$ cat config.mk
export PLATFORM = sky130hd
export DESIGN_NAME = mem_stage
export DESIGN_NICKNAME = d
export VERILOG_FILES = /design/src/rtl/mem_stage.sv
export SDC_FILE = /design/constraint.sdc
export NUM_CORES = 1
export LEC_CHECK = 0
export ABC_CLOCK_PERIOD_IN_PS = 2100
export BUFFER_PORTS_ARGS = -buffer_cell sky130_fd_sc_hd__clkbuf_2
export CORE_ASPECT_RATIO = 1.2
export CORE_MARGIN = 2
export CORE_UTILIZATION = 25
export DETAILED_ROUTE_END_ITERATION = 12
export GPL_ROUTABILITY_DRIVEN = 0
export PLACE_DENSITY = 0.46
export REMOVE_ABC_BUFFERS = 1
export SYNTH_ARGS = -nofsm -noshare
export SYNTH_HDL_FRONTEND = slang
export SYNTH_SLANG_ARGS = --single-unit
export TNS_END_PERCENT = 30
$ cat constraint.sdc
create_clock -name clk -period 2.1 [get_ports clk]
set_input_delay 0.315 -clock clk [delete_from_list [all_inputs] [get_ports clk]]
set_output_delay 0.315 -clock clk [all_outputs]
set_load 0.02 [all_outputs]
$ cat src/rtl/mem_stage.sv
// MEM pipeline stage: word load/store over a req/rdy bus, stalls while a transfer is
// pending, and registers the GPR write-back triple plus a misaligned-access flag.
module mem_stage #(
    parameter int WORD_W     = 32,
    parameter int BUS_ADDR_W = 30,
    parameter int REG_ADDR_W = 5
) (
    input  logic                  clk,
    input  logic                  reset,
    input  logic                  stall,
    input  logic                  flush,
    input  logic                  ex_en,
    input  logic [1:0]            ex_mem_op,
    input  logic [WORD_W-1:0]     ex_out,
    input  logic [WORD_W-1:0]     ex_mem_wr_data,
    input  logic [REG_ADDR_W-1:0] ex_dst_addr,
    input  logic                  ex_gpr_we_,
    output logic                  bus_req,
    output logic                  bus_rw,
    output logic [BUS_ADDR_W-1:0] bus_addr,
    output logic [WORD_W-1:0]     bus_wr_data,
    input  logic [WORD_W-1:0]     bus_rd_data,
    input  logic                  bus_rdy,
    output logic                  busy,
    output logic                  mem_en,
    output logic [REG_ADDR_W-1:0] mem_dst_addr,
    output logic                  mem_gpr_we_,
    output logic [WORD_W-1:0]     mem_out,
    output logic                  mem_misalign
);

    localparam logic [1:0] OP_LW = 2'b01;
    localparam logic [1:0] OP_SW = 2'b10;

    typedef enum logic [1:0] {
        ST_IDLE   = 2'd0,
        ST_ACCESS = 2'd1,
        ST_DONE   = 2'd2
    } state_t;

    state_t                  state_q, state_d;
    logic                    drop_q, drop_d;
    logic [WORD_W-1:0]       rd_data_q, rd_data_d;
    logic                    bus_req_q, bus_req_d;
    logic                    mem_en_q, mem_en_d;
    logic [REG_ADDR_W-1:0]   mem_dst_addr_q, mem_dst_addr_d;
    logic                    mem_gpr_we_q, mem_gpr_we_d;
    logic [WORD_W-1:0]       mem_out_q, mem_out_d;
    logic                    mem_misalign_q, mem_misalign_d;

    logic is_load, is_store, is_mem, aligned, misalign, mem_req, ld_sel;

    assign is_load  = (ex_mem_op == OP_LW);
    assign is_store = (ex_mem_op == OP_SW);
    assign is_mem   = is_load | is_store;
    assign aligned  = (ex_out[1:0] == 2'b00);
    assign misalign = ex_en & is_mem & ~aligned;
    assign mem_req  = ex_en & is_mem & aligned & ~flush;
    // Latched bus data is only the result while the finished load is still in EX.
    assign ld_sel   = (state_q == ST_DONE) & is_load;

    assign bus_rw      = ~is_store;
    assign bus_addr    = ex_out[BUS_ADDR_W+1:2];
    assign bus_wr_data = ex_mem_wr_data;
    assign bus_req     = bus_req_q;
    assign busy        = ((state_q == ST_IDLE) & mem_req) | (state_q == ST_ACCESS);

    assign mem_en       = mem_en_q;
    assign mem_dst_addr = mem_dst_addr_q;
    assign mem_gpr_we_  = mem_gpr_we_q;
    assign mem_out      = mem_out_q;
    assign mem_misalign = mem_misalign_q;

    always_comb begin
        state_d   = state_q;
        drop_d    = drop_q;
        rd_data_d = rd_data_q;
        case (state_q)
            ST_IDLE: begin
                drop_d = 1'b0;
                if (mem_req) state_d = ST_ACCESS;
            end
            ST_ACCESS: begin
                // A flushed transfer still runs to completion; its result is dropped.
                if (flush) drop_d = 1'b1;
                if (bus_rdy) begin
                    rd_data_d = bus_rd_data;
                    drop_d    = 1'b0;
                    state_d   = (drop_q | flush) ? ST_IDLE : ST_DONE;
                end
            end
            ST_DONE: begin
                if (flush || !stall) state_d = ST_IDLE;
            end
            default: state_d = ST_IDLE;
        endcase
        bus_req_d = (state_d == ST_ACCESS);
    end

    always_comb begin
        mem_en_d       = mem_en_q;
        mem_dst_addr_d = mem_dst_addr_q;
        mem_gpr_we_d   = mem_gpr_we_q;
        mem_out_d      = mem_out_q;
        mem_misalign_d = mem_misalign_q;
        if (flush || (!stall && busy)) begin
            mem_en_d       = 1'b0;
            mem_gpr_we_d   = 1'b1;
            mem_misalign_d = 1'b0;
        end else if (!stall) begin
            mem_en_d       = ex_en;
            mem_dst_addr_d = ex_dst_addr;
            mem_out_d      = ld_sel ? rd_data_q : ex_out;
            mem_gpr_we_d   = (is_store | misalign) ? 1'b1 : ex_gpr_we_;
            mem_misalign_d = misalign;
        end
    end

    always_ff @(posedge clk) begin
        if (reset) begin
            state_q        <= ST_IDLE;
            drop_q         <= 1'b0;
            rd_data_q      <= '0;
            bus_req_q      <= 1'b0;
            mem_en_q       <= 1'b0;
            mem_dst_addr_q <= '0;
            mem_gpr_we_q   <= 1'b1;
            mem_out_q      <= '0;
            mem_misalign_q <= 1'b0;
        end else begin
            state_q        <= state_d;
            drop_q         <= drop_d;
            rd_data_q      <= rd_data_d;
            bus_req_q      <= bus_req_d;
            mem_en_q       <= mem_en_d;
            mem_dst_addr_q <= mem_dst_addr_d;
            mem_gpr_we_q   <= mem_gpr_we_d;
            mem_out_q      <= mem_out_d;
            mem_misalign_q <= mem_misalign_d;
        end
    end

endmodule

# After elaboration in Yosys (flattened, before gate mapping)
# Cells that the tools add are included.
[word_totals]
mem_count = 0
mem_bits_rw = 0
latchBits = 0
word_cells = 51
regBits = 76
romBits = 0
inputBits = 110
[classes]
n_mul = 0
n_shift = 0
reduce_logical = 11
div_mod_pow = 0
eq_ne = 6
n_mux = 10
addsub = 0
magnitude_cmp = 0
n_bitwise = 15
[ops]
columns = ["op", "n"]
rows = [
  ["32-bit two-way mux", 1],
  ["2-bit two-way mux", 4],
  ["1-bit bitwise AND", 6],
  ["2-bit by 1-bit equality test with 1-bit output, second input constant", 3],
  ["2-bit one-hot mux with 3 select lines", 1],
  ["2-bit AND reduction", 3],
  ["1-bit NOT", 5],
  ["2-bit equality test, second input constant", 2],
  ["2-bit logical NOT", 2],
  ["1-bit OR", 4],
  ["1-bit two-way mux", 3],
  ["3-bit != test, second input constant", 1],
  ["1-bit logical OR", 2],
  ["1-bit one-hot mux with 2 select lines", 1],
  ["2-bit nonzero test", 1],
  ["2-bit OR reduction", 1],
  ["1-bit logical AND", 1],
  ["1-bit logical NOT", 1],
]

# Logic depth before layout (Yosys ltp)
[logic_depth]
ltp_word = 11
mapped_depth = 7
mapped_depth_nobuf = 5

# Worst setup path after synthesis
# OpenSTA, ideal clock, no wires.
[synth_timing]
path_type = "input-to-reg"
startpoint = "in ex_mem_op[0]"
endpoint = "reg mem_out_q[0], in the netlist mem_out[0]"
required_ps = 1954
setup_ps = 146
arrival_ps = 1680
path_buffers = 2
path_stages = 7
setup_slack_ps = 274
cell_sequence = "inv_1 > ha_1 > or4b_4 > buf_6 > buf_12 > o221ai_2 > a211oi_2"
[synth_via]
elab_chain_cells = 11
word_cells_on_any_way = 14
classes_between = "2 x eq/ne; 1 x mux; 8 x bitwise; 3 x reduce/logical"
[synth_lines]
columns = ["item", "line_no", "source"]
rows = [
  ["from (decl)", "13", "input logic [1:0] ex_mem_op,"],
  ["2-bit by 1-bit equality test with 1-bit output / 2-bit equality test (equally long branches)", "53, 54", ""],
  ["1-bit OR", "55", "assign is_mem = is_load | is_store;"],
  ["1-bit bitwise AND (3 in a row)", "58", "assign mem_req = ex_en & is_mem & aligned & ~flush;"],
  ["1-bit bitwise AND", "66", "assign busy = ((state_q == ST_IDLE) & mem_req) | (state_q == ST_ACCESS);"],
  ["1-bit OR", "66", ""],
  ["1-bit logical AND", "106", "if (flush || (!stall && busy)) begin"],
  ["1-bit logical OR", "106", ""],
  ["1-bit NOT (no line)", "--", ""],
  ["2-bit AND reduction (no line)", "--", ""],
  ["to (signal assigned)", "138", "mem_out_q <= mem_out_d;"],
  ["to (decl)", "48", "logic [WORD_W-1:0] mem_out_q, mem_out_d;"],
]
# Parallel ways exist; a longest one is shown, timed or not.
# A chain may end at the register's enable or synchronous reset.

# Worst setup path after layout
[layout_timing]
startpoint = "reg state_q[1]"
endpoint = "out busy"
[layout_via]
elab_chain_cells = 3
word_cells_on_any_way = 4
classes_between = "1 x eq/ne; 2 x bitwise; 1 x reduce/logical"
[layout_lines]
columns = ["item", "line_no", "source"]
rows = [
  ["from (decl)", "41", "state_t state_q, state_d;"],
  ["from (signal assigned)", "131", "state_q <= state_d;"],
  ["2-bit logical NOT", "66", ""],
  ["1-bit bitwise AND", "66", ""],
  ["1-bit OR *", "66", ""],
  ["to (decl)", "24", "output logic busy,"],
]
# Every way passes the cells marked *; elsewhere a longest branch is shown, timed or not.

==> flow_summary.toml <==
[status]
outcome = "finished, final reports clean"

[clock_tree]
clock-root-buffer = "clkbuf_16"
post_cts_buffers = 0
cts_tree = "built"
post_cts_resized = 0
cts_buffer_depth = 2
htree_levels = 3
cts_made_buffers = 9
clock_sinks = 76
clkTransAtPathRegs_ns = 0.06
holdBufCountCts = 0
clk_latency_ns = 0.35

[worst_setup_path]
cp_slowest_stage_delay_ns = 0.37
crit_path_start_kind = "register"
crit_start = "state_q[1]"
critical_path_depth = 4
cp_max_fo = 25
worstRegToRegCells = 4
crit_buf_inv = 2
crit_family = "buffers and inverters"
cp-endpoint = "busy"
critPathKind = "register to output port"
r2r_end = "rd_data_q[24]"
arrival_ns = 1.63
cp_slowest_cell = "nor2b_1"
end_kind = "output port"
worstPathRequired_ns = 1.78
regToRegSetupSlack_ns = 0.40
crit_path_cell_trace = "buf_4 -> nor2b_1 -> a21o_1 -> clkbuf_2"
regToRegStartpoint = "state_q[1]"

[global_route]
grt_pass1_wl_um = 21300
grt_max_degree = 42
grt_overflow = 0
grt_pass1_vias = 3777
antenna_found_initial = 0
grt.total_usage_pct = 14.1

[synth]
yosysTopAreaCellShare_pct = 32.6
synth_cells = 495
ys.flop_type = "dfxtp_1"
synth_seq_cells = 76
async_flop_share_pct = 0
synth_area_sq_mm = 0.00467
ys_types = 33
syn_area_per_cell_sq_um = 9.44
synth_edf_count = 0
yosys_warnings = 0
synth_top_area_cell = "dfxtp_1"
synth_seq_area_share_pct = 32.6
synth.area.top_cells = "dfxtp_1 33%, buf_4 10%, o221ai_2 9.6%, a211oi_2 8.0%, mux2i_1 7.9%"

[routing]
wirelength_um = 13800
vias = 3847
drc = 0
drtIter0Drc = 136
viasPerCell = 4.83
ant_nets = 0
post_drt_wl_per_cell_um = 17.3
drtPass1Iterations = 4

[timing]
finalClockSkew_ns = 0.00641
final-max-slew-violation-count = 0
finalCritPeriodShare_pct = 92.5
finalCriticalPeriod_ns = 1.94
setup_viol = 0
hold_violations = 0
rsz0062_at_grt = "no"
hold_slack_ns = 0.184
tightest_slew_ns = 0.702
fmax_ghz = 0.515
slew_headroom_pct = 53.2

[final_layout]
diodes = 0
drive_gt1_share_pct = 43.7
syn_to_final_growth_pct = 16.8
finalNetCount = 679
post-route-cell-area_sq_mm = 0.00546

[die]
fp.dieW_um = 129
rows = 54
start_util_pct = 25.6
dieArea_sq_mm = 0.0198
coreArea_sq_mm = 0.0182
die_h_um = 154
boundaryPins = 215

[placed_design]
hpwl_um = 9830
portBuffers = 150
dpl_cell_area_sq_mm = 0.00514

[flow_run]
drv_cap = 0

[power_and_ir_drop]
cellLeakagePower_nw = 2.33
power-per-cell-area_mw_per_mm2 = 717
ir_drop_mv = 0.317

[min_path]
holdCritPathClass = "primary input to register"
[where the power goes]
part	internal (W)	switching (W)	total, W	leakage (nW)
Clock	0.00104	0.000645	0.00169	0.149
Combinational	0.000283	0.000389	0.000673	1.56
Sequential	0.00150	0.0000554	0.00155	0.619
[sequential cells by signal, summed over array words and instances, names as in the netlist]
register and flops:
rd_data_q 32, drop_q 1, mem_out 32, mem_gpr_we_ 1, bus_req 1, mem_misalign 1, mem_dst_addr 5, mem_en 1
state_q 2
[worst register-to-register path: cells and delay by family (launching register included)]
kind / cells / cell delay [ns]
AND/OR/NAND/NOR: 2 / 0.92
flip-flops: 1 / 0.33
AO/OA/AOI/OAI: 1 / 0.16
buffers and inverters: 1 / 0.21
[final cells by class]
class	instances	area (sq um)
clock buffers	10	229
clock inverters	6	88.8
fillers	1981	12800
inverters	7	26.3
multi-input cells	304	2390
flip-flops and latches	76	1520
well taps	224	280
repair buffers	169	921
[cell usage in the layout, fill, tap and decap left out, types with 2 or more instances in the layout]
cell type / netlist / final
o21bai_1: 32 / 32
mux2i_1: 37 / 37
o221ai_1: 2 / 2
nand2_1: 66 / 66
o32a_1: 2 / 2
buf_4: 65 / 18
clkinvlp_4: 0 / 2
clkbuf_2: 0 / 149
a211oi_1: 3 / 3
a211oi_2: 30 / 30
o221ai_2: 30 / 30
bufinv_16: 0 / 2
or3_1: 32 / 32
nand3b_1: 3 / 3
nand2b_1: 12 / 11
inv_1: 7 / 7
nor3_1: 2 / 2
ha_1: 2 / 2
a21oi_1: 34 / 34
nor2_1: 6 / 6
buf_12: 3 / 2
dfxtp_1: 76 / 76
clkbuf_16: 0 / 9
[synthesized netlist by cell type, types with 6 or more instances]
cell type  number
clkbuf_1       22
buf_4          65
buf_2          13
a21oi_1        34
o21bai_1       32
or3_1          32
nand2_1        66
o221ai_2       30
a211oi_2       30
nand2b_1       12
mux2i_1        37
inv_1           7
nor2_1          6
dfxtp_1        76
[metal layers]
layer / routed length, um / share of wire (%) / vias to the layer above / GRT usage [%]
met4: 156 / 1.1 / 2 / 3.62
met2: 6410 / 47 / 129 / 21.9
met1: 5960 / 43 / 1825 / 17.3
met5: 39 / 0.28 / - / 2.56
li1: - / - / 1875 / -
met3: 1210 / 8.8 / 16 / 6.96
[logic make-up (layout without fill, tap and decap cells)]
logic type | Yosys count | count (layout) | share of synthesized area [%]
AO/OA/AOI/OAI | 138 | 138 | 28.7
multiplexers | 37 | 37 | 7.93
AND/OR/NAND/NOR | 127 | 127 | 13.6
flip-flops | 76 | 76 | 32.6
adder cells (fa/ha/maj) | 2 | 2 | 0.536
buffers and inverters | 115 | 192 | 16.7
[how the worst min path moves through the flow]
stage               depth (start not counted)             to  slack (ns)            start
floorplan                                   1     mem_out[0]        0.38            reset
global placement                            2  rd_data_q[22]        0.44    rd_data_q[22]
detailed placement                          2   rd_data_q[2]        0.45     rd_data_q[2]
CTS                                         3  rd_data_q[10]        0.17  bus_rd_data[10]
global route                                3  rd_data_q[10]        0.17  bus_rd_data[10]
finish                                      3   rd_data_q[6]        0.18   bus_rd_data[6]
[stage by stage]
stage          instances  utilization (%)  setup WS (ns)  TNS (ns)  power (W)
2_1_floorplan        387                -          -2.21    -81.08    0.00192
3_3_place_gp         780             28.2          0.149         0    0.00225
3_5_place_dp         780             28.2         0.0987         0    0.00227
4_1_cts              796             29.9          0.129         0    0.00399
5_1_grt              796             29.9         0.0536         0    0.00411
6_report             796             29.9          0.157         0    0.00391
Note: power is estimated with default switching activity, not from simulation.
